$ cat src/rtl/adv_timer_counter.sv
// adv_timer_counter: sawtooth/up-down timebase with double-buffered start/end bounds and registered count/valid/end/mode outputs
module adv_timer_counter #(
  parameter int NUM_BITS = 16
) (
  input  logic                clk_i,
  input  logic                rst_i,
  input  logic                ctrl_active_i,
  input  logic                ctrl_update_i,
  input  logic                ctrl_rst_i,
  input  logic [NUM_BITS-1:0] cfg_start_i,
  input  logic [NUM_BITS-1:0] cfg_end_i,
  input  logic                cfg_sawtooth_i,
  input  logic                input_valid_i,
  output logic [NUM_BITS-1:0] counter_o,
  output logic                output_valid_o,
  output logic                output_end_o,
  output logic                output_sawtooth_o
);
  localparam logic [NUM_BITS-1:0] ONE = NUM_BITS'(1);
  logic [NUM_BITS-1:0] count, act_start, act_end, pend_start, pend_end, rs_start, rs_end, nxt;
  logic dir_up, first, pend_saw, pending, rs_saw;
  logic tick, deg, terminal, restart, idle_apply, turn, nxt_up, nxt_end;
  always_comb begin
    tick = ctrl_active_i & input_valid_i;
    deg = act_start >= act_end;
    terminal = deg | (~first & (output_sawtooth_o ? count >= act_end : ~dir_up & (count <= act_start)));
    restart = tick & pending & terminal;
    idle_apply = pending & ~ctrl_active_i;
    rs_start = ctrl_update_i ? cfg_start_i : pending ? pend_start : act_start;
    rs_end = ctrl_update_i ? cfg_end_i : pending ? pend_end : act_end;
    rs_saw = ctrl_update_i ? cfg_sawtooth_i : pending ? pend_saw : output_sawtooth_o;
    turn = dir_up ? count >= act_end : count <= act_start;
    nxt_up = (output_sawtooth_o | deg | first) ? dir_up : dir_up ^ turn;
    nxt = deg ? act_start :
          first ? count :
          output_sawtooth_o ? (count >= act_end ? act_start : count + ONE) :
          nxt_up ? count + ONE : count - ONE;
    nxt_end = deg | (~first & (output_sawtooth_o ? nxt == act_end : ~nxt_up & (nxt == act_start)));
  end
  always_ff @(posedge clk_i) begin
    if (rst_i) begin
      count <= '0;
      act_start <= '0;
      act_end <= '1;
      pend_start <= '0;
      pend_end <= '0;
      pend_saw <= 1'b1;
      dir_up <= 1'b1;
      first <= 1'b1;
      pending <= 1'b0;
      counter_o <= '0;
      output_valid_o <= 1'b0;
      output_end_o <= 1'b0;
      output_sawtooth_o <= 1'b1;
    end else begin
      output_valid_o <= tick & ~ctrl_rst_i;
      output_end_o <= 1'b0;
      pending <= ctrl_update_i ? ~ctrl_rst_i : pending & ~(ctrl_rst_i | restart | idle_apply);
      if (ctrl_update_i) begin
        pend_start <= cfg_start_i;
        pend_end <= cfg_end_i;
        pend_saw <= cfg_sawtooth_i;
      end
      if (ctrl_rst_i) begin
        act_start <= rs_start;
        act_end <= rs_end;
        output_sawtooth_o <= rs_saw;
        count <= rs_start;
        dir_up <= 1'b1;
        first <= 1'b1;
      end else if (restart) begin
        act_start <= pend_start;
        act_end <= pend_end;
        output_sawtooth_o <= pend_saw;
        count <= pend_start;
        counter_o <= pend_start;
        dir_up <= 1'b1;
        first <= 1'b0;
        output_end_o <= pend_start >= pend_end;
      end else if (tick) begin
        count <= nxt;
        counter_o <= nxt;
        dir_up <= nxt_up;
        first <= 1'b0;
        output_end_o <= nxt_end;
      end else if (idle_apply) begin
        act_start <= pend_start;
        act_end <= pend_end;
        output_sawtooth_o <= pend_saw;
      end
    end
  end
endmodule

$ cat config.mk
export PLATFORM = sky130hd
export DESIGN_NAME = adv_timer_counter
export DESIGN_NICKNAME = d
export VERILOG_FILES = /design/src/rtl/adv_timer_counter.sv
export SDC_FILE = /design/constraint.sdc
export NUM_CORES = 1
export LEC_CHECK = 0
export CAP_MARGIN = 30
export CORE_MARGIN = 2
export CORE_UTILIZATION = 45
export CTS_BUF_LIST = sky130_fd_sc_hd__clkbuf_16
export CTS_CLUSTER_DIAMETER = 120
export CTS_CLUSTER_SIZE = 8
export DETAILED_ROUTE_END_ITERATION = 10
export SYNTH_ARGS = -nofsm -noshare
export SYNTH_HDL_FRONTEND = slang
export SYNTH_SLANG_ARGS = --single-unit
$ cat constraint.sdc
create_clock -name clk_i -period 4.9 [get_ports clk_i]
set_input_delay 0.735 -clock clk_i [delete_from_list [all_inputs] [get_ports clk_i]]
set_output_delay 0.735 -clock clk_i [all_outputs]
set_load 0.01 [all_outputs]
# Word level (Yosys, flattened, before mapping)
# Cells that the tools add are included.
# op_classes
eq_ne,4
mux,35
order_cmp,4
bitwise_logic,23
reduce_logical,8
n_addsub,2
# op_table
op,count
$mux W16,20
$ge A16 B16 Y1,3
$eq A16 B16 Y1,2
$add A16 B1 Y16 const B,1
$le A16 B16 Y1,1
$sub A16 B1 Y16 const B,1
$mux W1,15
$and A1 B1 Y1,10
$ne A3 B2 Y1 const B,2
$not A1 Y1,6
$or A1 B1 Y1,6
$reduce_bool A3 Y1,2
$reduce_and A2 Y1,2
$reduce_and A3 Y1,1
$reduce_or A3 Y1,1
$reduce_bool A2 Y1,1
$reduce_or A2 Y1,1
$xor A1 B1 Y1,1
# word_totals
out_inout_bits,19
word_cells,89
input_bits,39
register_bits,103

# Depth between registers and ports, before layout
# Gate-level depths: netlist of the first run.
# depth
ltp_word,15
mapped_depth,16
mapped_depth_nobuf,13

# Worst setup path before layout of the first run
# OpenSTA, ideal clock, no wires.
# synth_path
path_type,reg2reg
start,reg count[0]
end,reg output_end_o
path_buffers,2
period_less_slack_ps,3809
setup_time_ps,84
path_stages_with_launch,16
setup_slack_ps,1091
required_ps,4816
arrival_time_ps,3725
cell_sequence,dfxtp_1 clkbuf_1 inv_1 ha_1 nand2b_1 a2111o_1 a311o_1 buf_2 o21ai_1 o21ai_1 a211o_1 nand2_1 a21oi_1 or4_1 a2111o_1 o31ai_2
# synth_via
elab_chain_cells,15
word_cells_on_any_way,26
cone_classes,2 x add/sub; 2 x order compare; 2 x eq/ne; 11 x mux; 9 x bitwise
# synth_rtl
item,line_no,rtl
start: declaration,20,"logic [NUM_BITS-1:0] count, act_start, act_end, pend_start, pend_end, rs_start, rs_end, nxt;"
start signal: assignment,68,count <= rs_start;
start signal: assignment,75,count <= pend_start;
start signal: assignment,81,count <= nxt;
$le A16 B16 Y1 / $ge A16 B16 Y1 (equally long branches),"26, 32, 36",
$mux W1,32,turn = dir_up ? count >= act_end : count <= act_start;
$xor A1 B1 Y1,33,nxt_up = (output_sawtooth_o | deg | first) ? dir_up : dir_up ^ turn;
$mux W1,33,
$mux W16,37,nxt_up ? count + ONE : count - ONE;
$mux W16,36,output_sawtooth_o ? (count >= act_end ? act_start : count + ONE) :
$mux W16,35,first ? count :
$mux W16,34,nxt = deg ? act_start :
$eq A16 B16 Y1,38,nxt_end = deg | (~first & (output_sawtooth_o ? nxt == act_end : ~nxt_up & (nxt == act_start)));
$and A1 B1 Y1,38,
$mux W1,38,
$and A1 B1 Y1,38,
$or A1 B1 Y1,38,
$mux W1,80,end else if (tick) begin
$mux W1 (*),71,end else if (restart) begin
end signal: assignment,79,output_end_o <= pend_start >= pend_end;
end signal: assignment,85,output_end_o <= nxt_end;
end: declaration,16,"output logic output_end_o,"
# Every way passes the cells marked *; elsewhere a longest branch is shown, timed or not.
# A chain may end at the register's enable or synchronous reset.

# Worst setup path after layout of the first run
# layout_path
start,reg act_start[6]
end,reg output_end_o
# layout_via
elab_chain_cells,15
word_cells_on_any_way,26
cone_classes,2 x order compare; 2 x eq/ne; 11 x mux; 11 x bitwise
# layout_rtl
item,line_no,rtl
start: declaration,20,
start signal: assignment,65,act_start <= rs_start;
start signal: assignment,72,act_start <= pend_start;
start signal: assignment,87,act_start <= pend_start;
$le A16 B16 Y1 / $ge A16 B16 Y1 (equally long branches),"26, 32, 25",
$mux W1 / $or A1 B1 Y1 (equally long branches),"32, 33",
$xor A1 B1 Y1 / $or A1 B1 Y1 (equally long branches),33,
$mux W1,33,
$mux W16,37,
$mux W16,36,
$mux W16,35,
$mux W16,34,
$eq A16 B16 Y1,38,
$and A1 B1 Y1,38,
$mux W1,38,
$and A1 B1 Y1,38,
$or A1 B1 Y1,38,
$mux W1,80,
$mux W1 (*),71,
# Marked as above.

==> results of run 1 <==
## worst min-delay path: stages, from the launching register on
cell and delay, ns:
dfxtp_1 0.32, nand2_1 0.05, a21oi_1 0.05
## flip-flops by register name, indices dropped and copies added (netlist names)
signal,flops
count,16
output_sawtooth_o,1
output_valid_o,1
pending,1
act_end,16
counter_o,16
dir_up,1
output_end_o,1
pend_saw,1
pend_start,16
act_start,16
pend_end,16
first,1
## kinds of logic after synthesis
kind of cell             count (synthesis)  share of synthesized area [%]
AND/OR/NAND/NOR                        440                           23.7
XOR/XNOR                                32                           3.15
flip-flops                             103                           23.2
adder cells (fa/ha/maj)                 66                           9.29
multiplexers                            58                           6.62
AO/OA/AOI/OAI                          345                           27.4
buffers and inverters                  150                           6.63
## layout by cell type, fill, tap and decap left out, types with 10 or more instances in the layout
| cell | netlist | final |
|---|---|---|
| mux2i_1 | 52 | 52 |
| nor2_1 | 124 | 123 |
| ha_1 | 66 | 66 |
| or3_1 | 11 | 11 |
| nor3_1 | 33 | 33 |
| o211ai_1 | 10 | 10 |
| nand3_1 | 26 | 26 |
| a21oi_1 | 94 | 94 |
| a211oi_1 | 24 | 24 |
| nand4_1 | 32 | 32 |
| and3_1 | 13 | 13 |
| o21ai_1 | 11 | 11 |
| o311ai_0 | 18 | 18 |
| xnor2_1 | 17 | 17 |
| clkdlybuf4s50_1 | 0 | 54 |
| o21ai_0 | 54 | 54 |
| inv_1 | 58 | 58 |
| nand2_1 | 132 | 132 |
| buf_4 | 0 | 69 |
| xor2_1 | 15 | 15 |
| nand2b_1 | 27 | 27 |
| a311oi_1 | 18 | 18 |
| dfxtp_1 | 103 | 103 |
## worst max path at each step
| stage | depth (start not counted) | slack [ns] | from | end |
|---|---|---|---|---|
| floorplan | 15 | 1.09 | count[0]$_SDFFE_PP0P_ | output_end_o$_SDFF_PP0_ |
| global placement | 13 | 0.35 | count[0]$_SDFFE_PP0P_ | output_end_o$_SDFF_PP0_ |
| detailed placement | 13 | 0.37 | count[0]$_SDFFE_PP0P_ | output_end_o$_SDFF_PP0_ |
| CTS | 13 | 0.33 | count[0]$_SDFFE_PP0P_ | count[4]$_SDFFE_PP0P_ |
| global route | 15 | 0.04 | act_start[6]$_SDFFE_PP0P_ | output_end_o$_SDFF_PP0_ |
| finish | 15 | 0.19 | act_start[6]$_SDFFE_PP0P_ | output_end_o$_SDFF_PP0_ |
## per-layer routing
| metal | part of all wire [%] | vias up | track usage, % |
|---|---|---|---|
| met1 | 43 | 4683 | 52.4 |
| met3 | 8.6 | 107 | 6.62 |
| met5 | 0.033 | - | 0 |
| met2 | 43 | 573 | 57.4 |
| li1 | - | 4523 | - |
| met4 | 5.1 | 2 | 16.9 |
## cell type report
cell class | instances | area (um^2)
fill | 1952 | 9080
clock buffer | 9 | 225
clock inverter | 7 | 86.3
inverter | 60 | 225
tap | 265 | 332
timing repair buffer | 129 | 1130
sequential | 103 | 2060
multi-input combinational | 941 | 6260
## power by group through the flow
stage | Clock (uW) | Sequential, uW | Combinational (uW)
2_1_floorplan | 0 | 958 | 525
3_3_place_gp | 0 | 988 | 843
3_5_place_dp | 0 | 989 | 840
4_1_cts | 770 | 969 | 846
5_1_grt | 794 | 978 | 936
6_report | 757 | 973 | 869
## stage by stage
stage	util, %	hold slack (ns)	power (uW)	worst slack [ns]	area [um^2]
final	53.2	0.458	2600	0.192	10300
after global routing	53.2	0.502	2710	0.0353	10300
after CTS	53.2	0.459	2580	0.328	10300
after detailed placement	51.6	0.447	1830	0.374	10000
after global placement	51.5	0.447	1830	0.353	9990
after floorplan	-	0.442	1480	1.09	8890
## repair_timing
action,4_1_cts,5_1_grt
resized for setup,0,0
endpoints found under the setup margin,0,1
hold buffers,0,0
==> impl_metrics.toml, run 1 <==
[yosys]
synth-seq-cells = 103
ys.flop_type = "dfxtp_1"
synth.area.top_cells = "dfxtp_1, ha_1, mux2i_1, nand2_1, a21oi_1"
synthArstFlopShare_pct = 0
synthDistinctLibCells = 82
syn_avg_cell_area_um2 = 7.44
netlist_area_um2 = 8890
ys_top_cells_by_count = "nand2_1, nor2_1, dfxtp_1"
syn_inst = 1194
synth_edf_count = 0
syn-num-nets = 1299
yosys.cell_count.top_type = "nand2_1"
synth_top_area_share_pct = 23.2
yosysSeqAreaShare_pct = 23.2
ys_warn_count = 0
synth_top_cell_by_area = "dfxtp_1"

[floorplan]
coreArea_um2 = 19400
die_area_um2 = 20900
die_w_um = 145
rows = 51
ios = 58
die_h_um = 145
start_util_pct = 45.8

[sta]
rsz0062_at_grt = "no"
drv_slew = 0
tns_ns = 0
finalSetupViolCount = 0
worst_pin_slew_ns = 0.966
period_share_pct = 96.1
final_hold_viol_count = 0
period_needed_ns = 4.71
fmax_mhz = 212
slew_headroom_pct = 35.4
finalClockSkew_ns = 0.0156

[setup_path]
reg2reg_from = "act_start[6]$_SDFFE_PP0P_"
crit_arrival_ns = 5.00
r2r-end = "output_end_o$_SDFF_PP0_"
crit_buf_inv = 3
critPathKind = "flop to flop"
rrSetupSlack_ns = 0.19
cp_slowest_cell = "o21ai_0"
cp-start-kind = "flop"
worstPathRequired_ns = 5.19
crit_path_end_kind = "flop"
cp_slowest_stage_delay_ns = 0.75
cp_top_family = "compound AO/OA/AOI/OAI gates"
reg2reg_depth = 15
path_cells = "inv_1 -> ha_1 -> nand2_1 -> o21ai_0 -> a221o_1 -> o21ai_1 -> buf_4 -> a211oi_2 -> buf_4 -> mux2i_1 -> mux2i_1 -> xnor2_1 -> nor4b_1 -> a31oi_1 -> o31ai_2"
worstPathMaxFanout = 8

[drt]
wirelength_um = 38900
drtAntennaViolNets = 0
drt_iter0_markers = 1117
first_pass_iters = 7
viasPerCell = 6.53
routedWlPerCell_um = 25.7
drc_errors = 0
vias = 9888

[finish]
drive_gt1_share_pct = 9.29
final_cells = 1514
final_nets = 1349
num_antenna_cells = 0
synthToLayoutAreaGrowth_pct = 16.1

[power]
p_leak_uw = 0.00419
power_frac_comb_pct = 33.4
swShare_pct = 38.8
p_seq_share_pct = 37.4
power_density_nw_per_um2 = 252
clkPwrFrac_pct = 29.1
power_switching_uw = 1010
internal_power_uw = 1590
ir_drop_uv = 173

[flow_run]
maxCapViolCount = 0

[global_routing]
antenna_found_initial = 1
grt-ovfl-total = 0
grt_max_degree = 81
globalRouteTotalUtil_pct = 37.9
grt_pass1_vias = 9152
grt_pass1_wl_um = 58200

[clocking]
cts.clk_slew.worst_paths_ns = 0.09
cts_setup_buffers = 0
tritoncts = "yes"
cts_sinks = 103
root_buffer = "clkbuf_16"
h-tree-depth = 3
clockBufferDepth = 2
cts_buffers = 9
clk_latency_ns = 0.37

[min_path]
hold_end = "counter_o[1]$_SDFFE_PP0P_"
min_path_cells = 2
hold_path_class = "flop to flop"
min-delay-start = "counter_o[1]$_SDFFE_PP0P_"

[place]
gp_congestion = 1.00
io_buffers = 57
dp_hpwl_um = 29800
placedCellCount = 1498

[run_status]
status = "complete, no violations"
Power figures use the tool's default switching activity.
==> run 2: changes to the inputs <==
--- a/config.mk
+++ b/config.mk
@@ -7,5 +7,5 @@
 export LEC_CHECK = 0
 export CAP_MARGIN = 30
-export CORE_MARGIN = 2
+export CORE_MARGIN = 1.5
 export CORE_UTILIZATION = 45
 export CTS_BUF_LIST = sky130_fd_sc_hd__clkbuf_16
@@ -13,4 +13,5 @@
 export CTS_CLUSTER_SIZE = 8
 export DETAILED_ROUTE_END_ITERATION = 10
+export PLACE_DENSITY = 0.69
 export SYNTH_ARGS = -nofsm -noshare
 export SYNTH_HDL_FRONTEND = slang
==> constraint.sdc (replaced) <==
create_clock -name clk_i -period 4.9 [get_ports clk_i]
set_input_delay 0.735 -clock clk_i [delete_from_list [all_inputs] [get_ports clk_i]]
set_output_delay 0.735 -clock clk_i [all_outputs]
set_load 0.005 [all_outputs]
==> run 2 against run 1 <==
  * Combinational power barely moved
  * Core utilization barely moved
  * Critical path type unchanged
  * Sequential share of layout area barely moved
  * Total power fell by 0.36%
  * Count of clock-buffer cells in the layout did not move
  * Design area barely moved
==> impl_metrics.toml, run 2 (synthesis gave the netlist of run 1 again) <==
[finish]
post-route-util_pct = 53.1
synthToLayoutAreaGrowth_pct = 16.0
final_cell_mix = "nand2_1, nor2_1, dfxtp_1, a21oi_1, buf_4"
drive_gt1_share_pct = 9.46
final_common_cell = "nand2_1"
final_nets = 1348
num_antenna_cells = 0

[sta]
final_hold_viol_count = 0
period_share_pct = 98.6
period_needed_ns = 4.83
rsz0062_at_grt = "no"
finalSetupViolCount = 0
worst_pin_slew_ns = 1.08
slew_headroom_pct = 28.2
fmax_mhz = 207
drv_slew = 0
finalClockSkew_ns = 0.0102
tns_ns = 0

[power]
power_frac_comb_pct = 33.5
power_switching_uw = 996
power_density_nw_per_um2 = 251
clkPwrFrac_pct = 29.0
internal_power_uw = 1590
swShare_pct = 38.5
p_leak_uw = 0.00419
p_seq_share_pct = 37.5
ir_drop_uv = 192

[setup_path]
worstPathMaxFanout = 10
crit_arrival_ns = 5.11
cp_slowest_stage_delay_ns = 0.77
cp.depth = 12
r2r-end = "output_end_o$_SDFF_PP0_"
cp_slowest_cell = "a2111oi_0"
crit_path_end_kind = "flop"
reg2reg_from = "count[0]$_SDFFE_PP0P_"
worstPathRequired_ns = 5.18
cp_top_family = "compound AO/OA/AOI/OAI gates"
critPathKind = "flop to flop"
path_cells = "inv_1 -> ha_1 -> nand2b_1 -> a2111o_1 -> a311o_1 -> o21ai_1 -> mux2_2 -> mux2i_1 -> and4_1 -> a2111oi_0 -> nand4_1 -> o31ai_2"
crit_buf_inv = 1
cp-start-kind = "flop"
rrSetupSlack_ns = 0.07
reg2reg_depth = 12

[clocking]
cts_hold_repair.buffers = 0
h-tree-depth = 3
tritoncts = "yes"
root_buffer = "clkbuf_16"
clk_latency_ns = 0.36
cts_setup_buffers = 0
cts_sinks = 103
cts_buffers = 9
clockBufferDepth = 2
cts.clk_slew.worst_paths_ns = 0.08

[drt]
viasPerCell = 6.54
drt_iter0_markers = 1282
routedWlPerCell_um = 24.6
drc_errors = 0
drtAntennaViolNets = 0
wirelength_um = 37200
first_pass_iters = 6
vias = 9900

[floorplan]
coreArea_um2 = 19400
die_h_um = 144
die_area_um2 = 20600
start_util_pct = 45.8
rows = 51
die_w_um = 144
ios = 58

[flow_run]
maxCapViolCount = 0

[place]
dp_hpwl_um = 28500
io_buffers = 57
gp_congestion = 1.04

[min_path]
min_path_cells = 2
hold_path_class = "flop to flop"
hold_end = "counter_o[14]$_SDFFE_PP0P_"
min-delay-start = "counter_o[14]$_SDFFE_PP0P_"

[global_routing]
grt-ovfl-total = 0
globalRouteTotalUtil_pct = 36.8
antenna_found_initial = 0
grt_pass1_vias = 9266
grt_max_degree = 81
grt_pass1_wl_um = 56800

[run_status]
status = "complete, no violations"
run 2: worst max-delay path by stage:
stage,startpoint,to,slack (ns)
final,count[0]$_SDFFE_PP0P_,output_end_o$_SDFF_PP0_,0.07
after detailed placement,count[0]$_SDFFE_PP0P_,output_end_o$_SDFF_PP0_,0.21
after global placement,count[0]$_SDFFE_PP0P_,output_end_o$_SDFF_PP0_,0.22
after CTS,count[0]$_SDFFE_PP0P_,output_end_o$_SDFF_PP0_,0.18
after global routing,count[0]$_SDFFE_PP0P_,output_end_o$_SDFF_PP0_,0.01
after floorplan,count[0]$_SDFFE_PP0P_,output_end_o$_SDFF_PP0_,1.09
run 2: layout make-up:
cell class / count / area [um^2]
multi-input combinational: 941 / 6280
fill: 1918 / 9090
clock buffer: 9 / 225
timing repair buffer: 128 / 1110
sequential: 103 / 2060
tap: 265 / 332
inverter: 60 / 225
clock inverter: 7 / 78.8
run 2: tightest hold or removal path, stage by stage (launching register included):
cell and delay [ns]:
dfxtp_1 0.31, nand2_1 0.05, a21oi_1 0.05
run 2: through the flow:
stage	power, uW	area (um^2)	instances	hold slack (ns)	worst slack, ns
after floorplan	1480	8890	1194	0.442	1.09
final	2590	10300	1513	0.455	0.0692
after global routing	2700	10300	1513	0.479	0.0106
after detailed placement	1820	9980	1497	0.446	0.205
after global placement	1810	9960	1496	0.445	0.225
after CTS	2560	10300	1513	0.457	0.177
run 2: timing repair:
item                                    in CTS  in global routing
gates resized for setup                      0                  4
hold endpoints to repair                     0                  0
endpoints found under the setup margin       0                  2
run 2: power by group through the flow:
stage	Combinational (uW)	Sequential (uW)	Clock, uW
floorplan	525	956	0
global placement	825	985	0
detailed placement	831	986	0
CTS	838	967	756
global route	933	976	794
finish	867	972	751
run 2: per-layer routing:
metal  vias to the layer above  global-route usage (%)  wire (um)
met4                         0                    17.4       1850
met5                         -                       0          0
met1                      4751                    50.6      15900
li1                       4506                       -          -
met3                       106                    5.33       3080
met2                       537                    56.4      16400
==> run 3: changes to the inputs <==
DONT_BUFFER_PORTS = 1   (was default)
PLACE_DENSITY = 0.66   (was 0.69)
SKIP_LAST_GASP = 1   (was default)
==> run 3 against run 2 <==
  * Setup slack gained 0.084 ns
  * Design area shrank 6.2%
  * Combinational power shrank 10%
  * Non-clock buffer count shrank 67
  * Clock skew grew 0.0010 ns
  * Critical endpoint is now count[4]$_SDFFE_PP0P_
  * Largest power group unchanged
==> impl_metrics.toml, run 3 (synthesis gave the netlist of run 1 again) <==
[clocking]
tritoncts = "yes"
cts_setup_buffers = 0
clk_latency_ns = 0.36
cts_hold_repair.buffers = 0
h-tree-depth = 3
cts.clk_slew.worst_paths_ns = 0.08
clockBufferDepth = 2
cts_sinks = 103
cts.repair.resized = 0
cts_buffers = 9
root_buffer = "clkbuf_16"

[floorplan]
die_h_um = 144
ios = 58
die_area_um2 = 20600
die_w_um = 144
rows = 51
coreArea_um2 = 19400
start_util_pct = 45.8

[drt]
drt_iter0_markers = 1434
viasPerCell = 6.73
wirelength_um = 36500
routedWlPerCell_um = 25.3
vias = 9728
drtAntennaViolNets = 0
first_pass_iters = 8
drc_errors = 0

[sta]
finalSetupViolCount = 0
worst_pin_slew_ns = 1.13
tns_ns = 0
finalClockSkew_ns = 0.0113
fmax_mhz = 211
rsz0062_at_grt = "no"
period_share_pct = 96.9
final_hold_viol_count = 0
period_needed_ns = 4.75
slew_headroom_pct = 23.6
drv_slew = 0

[global_routing]
use_met2_pct = 53.7
antenna_found_initial = 0
use_met1_pct = 48.7
grt_pass1_wl_um = 54500
grt_pass1_vias = 8921
grt_busiest_layer = "met2"
grtUsageMet3_pct = 7.10
grt_max_degree = 87
globalRouteTotalUtil_pct = 35.7
grt-ovfl-total = 0

[finish]
synthToLayoutAreaGrowth_pct = 8.77
final_cell_mix = "nand2_1, nor2_1, dfxtp_1, a21oi_1, ha_1"
final_cells = 1446
final_nets = 1281
post-route-cell-area_um2 = 9670
final_common_cell = "nand2_1"
drive_gt1_share_pct = 8.81
num_antenna_cells = 0

[power]
ir_drop_uv = 171
p_leak_uw = 0.00392
power_density_nw_per_um2 = 260

[setup_path]
cp_common_cell = "nor2_1"
cp_slowest_cell = "a311oi_4"
critPathKind = "flop to flop"
path_cells = "inv_1 -> ha_1 -> nand2b_1 -> a2111o_1 -> a311oi_4 -> nand2_2 -> a311o_1 -> a311oi_1 -> nor2_1 -> o31ai_2 -> nor2_1 -> a211o_1 -> a21oi_1"
reg2reg_from = "count[0]$_SDFFE_PP0P_"
r2r-end = "count[4]$_SDFFE_PP0P_"
cp_slowest_stage_delay_ns = 0.56
rrSetupSlack_ns = 0.15
cp_top_family = "compound AO/OA/AOI/OAI gates"
crit_path_end_kind = "flop"
worstPathRequired_ns = 5.20
worstPathMaxFanout = 10
crit_arrival_ns = 5.05
reg2reg_depth = 13
crit_buf_inv = 1
cp-start-kind = "flop"

[flow_run]
maxCapViolCount = 0

[place]
io_buffers = 0
placed_cell_area_um2 = 9350
placedCellCount = 1430
dp_hpwl_um = 28100
gp_congestion = 1.08

[min_path]
hold_end = "pend_start[10]$_SDFFE_PP0P_"
min-delay-start = "rst_i"
hold_path_class = "input pin to flop"
min_path_cells = 1

[run_status]
status = "complete, no violations"
## run 3: cell count changes in the layout (fill, tap and decap cells not counted), moves of 2 or more
cell             previous run  this run
buf_2                       3         0
buf_4                      70        60
clkdlybuf4s50_1            54         0
inv_6                       1         3
inv_8                       4         0
## run 3: final cells by class
class	instances	area, um^2
clock inverter	7	88.8
fill	1986	9730
sequential	103	2060
inverter	60	225
tap	265	332
multi-input combinational	941	6260
clock buffer	9	225
timing repair buffer	61	470
## run 3: how the worst max path moves through the flow
stage / start / end / slack [ns] / cells past startpoint
final: count[0]$_SDFFE_PP0P_ / count[4]$_SDFFE_PP0P_ / 0.15 / 13
after global routing: count[0]$_SDFFE_PP0P_ / count[4]$_SDFFE_PP0P_ / 0.07 / 13
after CTS: count[0]$_SDFFE_PP0P_ / count[4]$_SDFFE_PP0P_ / 0.1 / 13
after detailed placement: count[0]$_SDFFE_PP0P_ / count[4]$_SDFFE_PP0P_ / 0.12 / 13
after global placement: count[0]$_SDFFE_PP0P_ / count[4]$_SDFFE_PP0P_ / 0.20 / 13
after floorplan: count[0]$_SDFFE_PP0P_ / output_end_o$_SDFF_PP0_ / 1.09 / 15
## run 3: per-layer routing
layer | vias to the layer above | wire (um)
met4 | 0 | 1950
met5 | - | 0
met1 | 4535 | 15000
met3 | 125 | 3950
li1 | 4393 | -
met2 | 675 | 15600
## run 3: worst reg2reg max path, cell delays in order (launching register included)
cell and delay [ns]:
dfxtp_1 0.51, inv_1 0.20, ha_1 0.32, nand2b_1 0.15
a2111o_1 0.50, a311oi_4 0.56, nand2_2 0.34, a311o_1 0.53
a311oi_1 0.48, nor2_1 0.12, o31ai_2 0.50, nor2_1 0.08
a211o_1 0.28, a21oi_1 0.13
## run 3: metrics by stage
step	setup WS (ns)	total power, uW	hold slack (ns)	utilization [%]
floorplan	1.09	1480	0.442	-
global placement	0.197	1730	0.461	48.2
detailed placement	0.121	1730	0.470	48.2
CTS	0.0976	2490	0.433	49.8
global route	0.0712	2620	0.418	49.8
finish	0.153	2520	0.435	49.8
## run 3: where the power goes
group | internal, uW | leakage (uW) | switching, uW
registers | 891 | 0.000850 | 81.6
clock network | 407 | 0.000150 | 359
logic | 291 | 0.00292 | 485
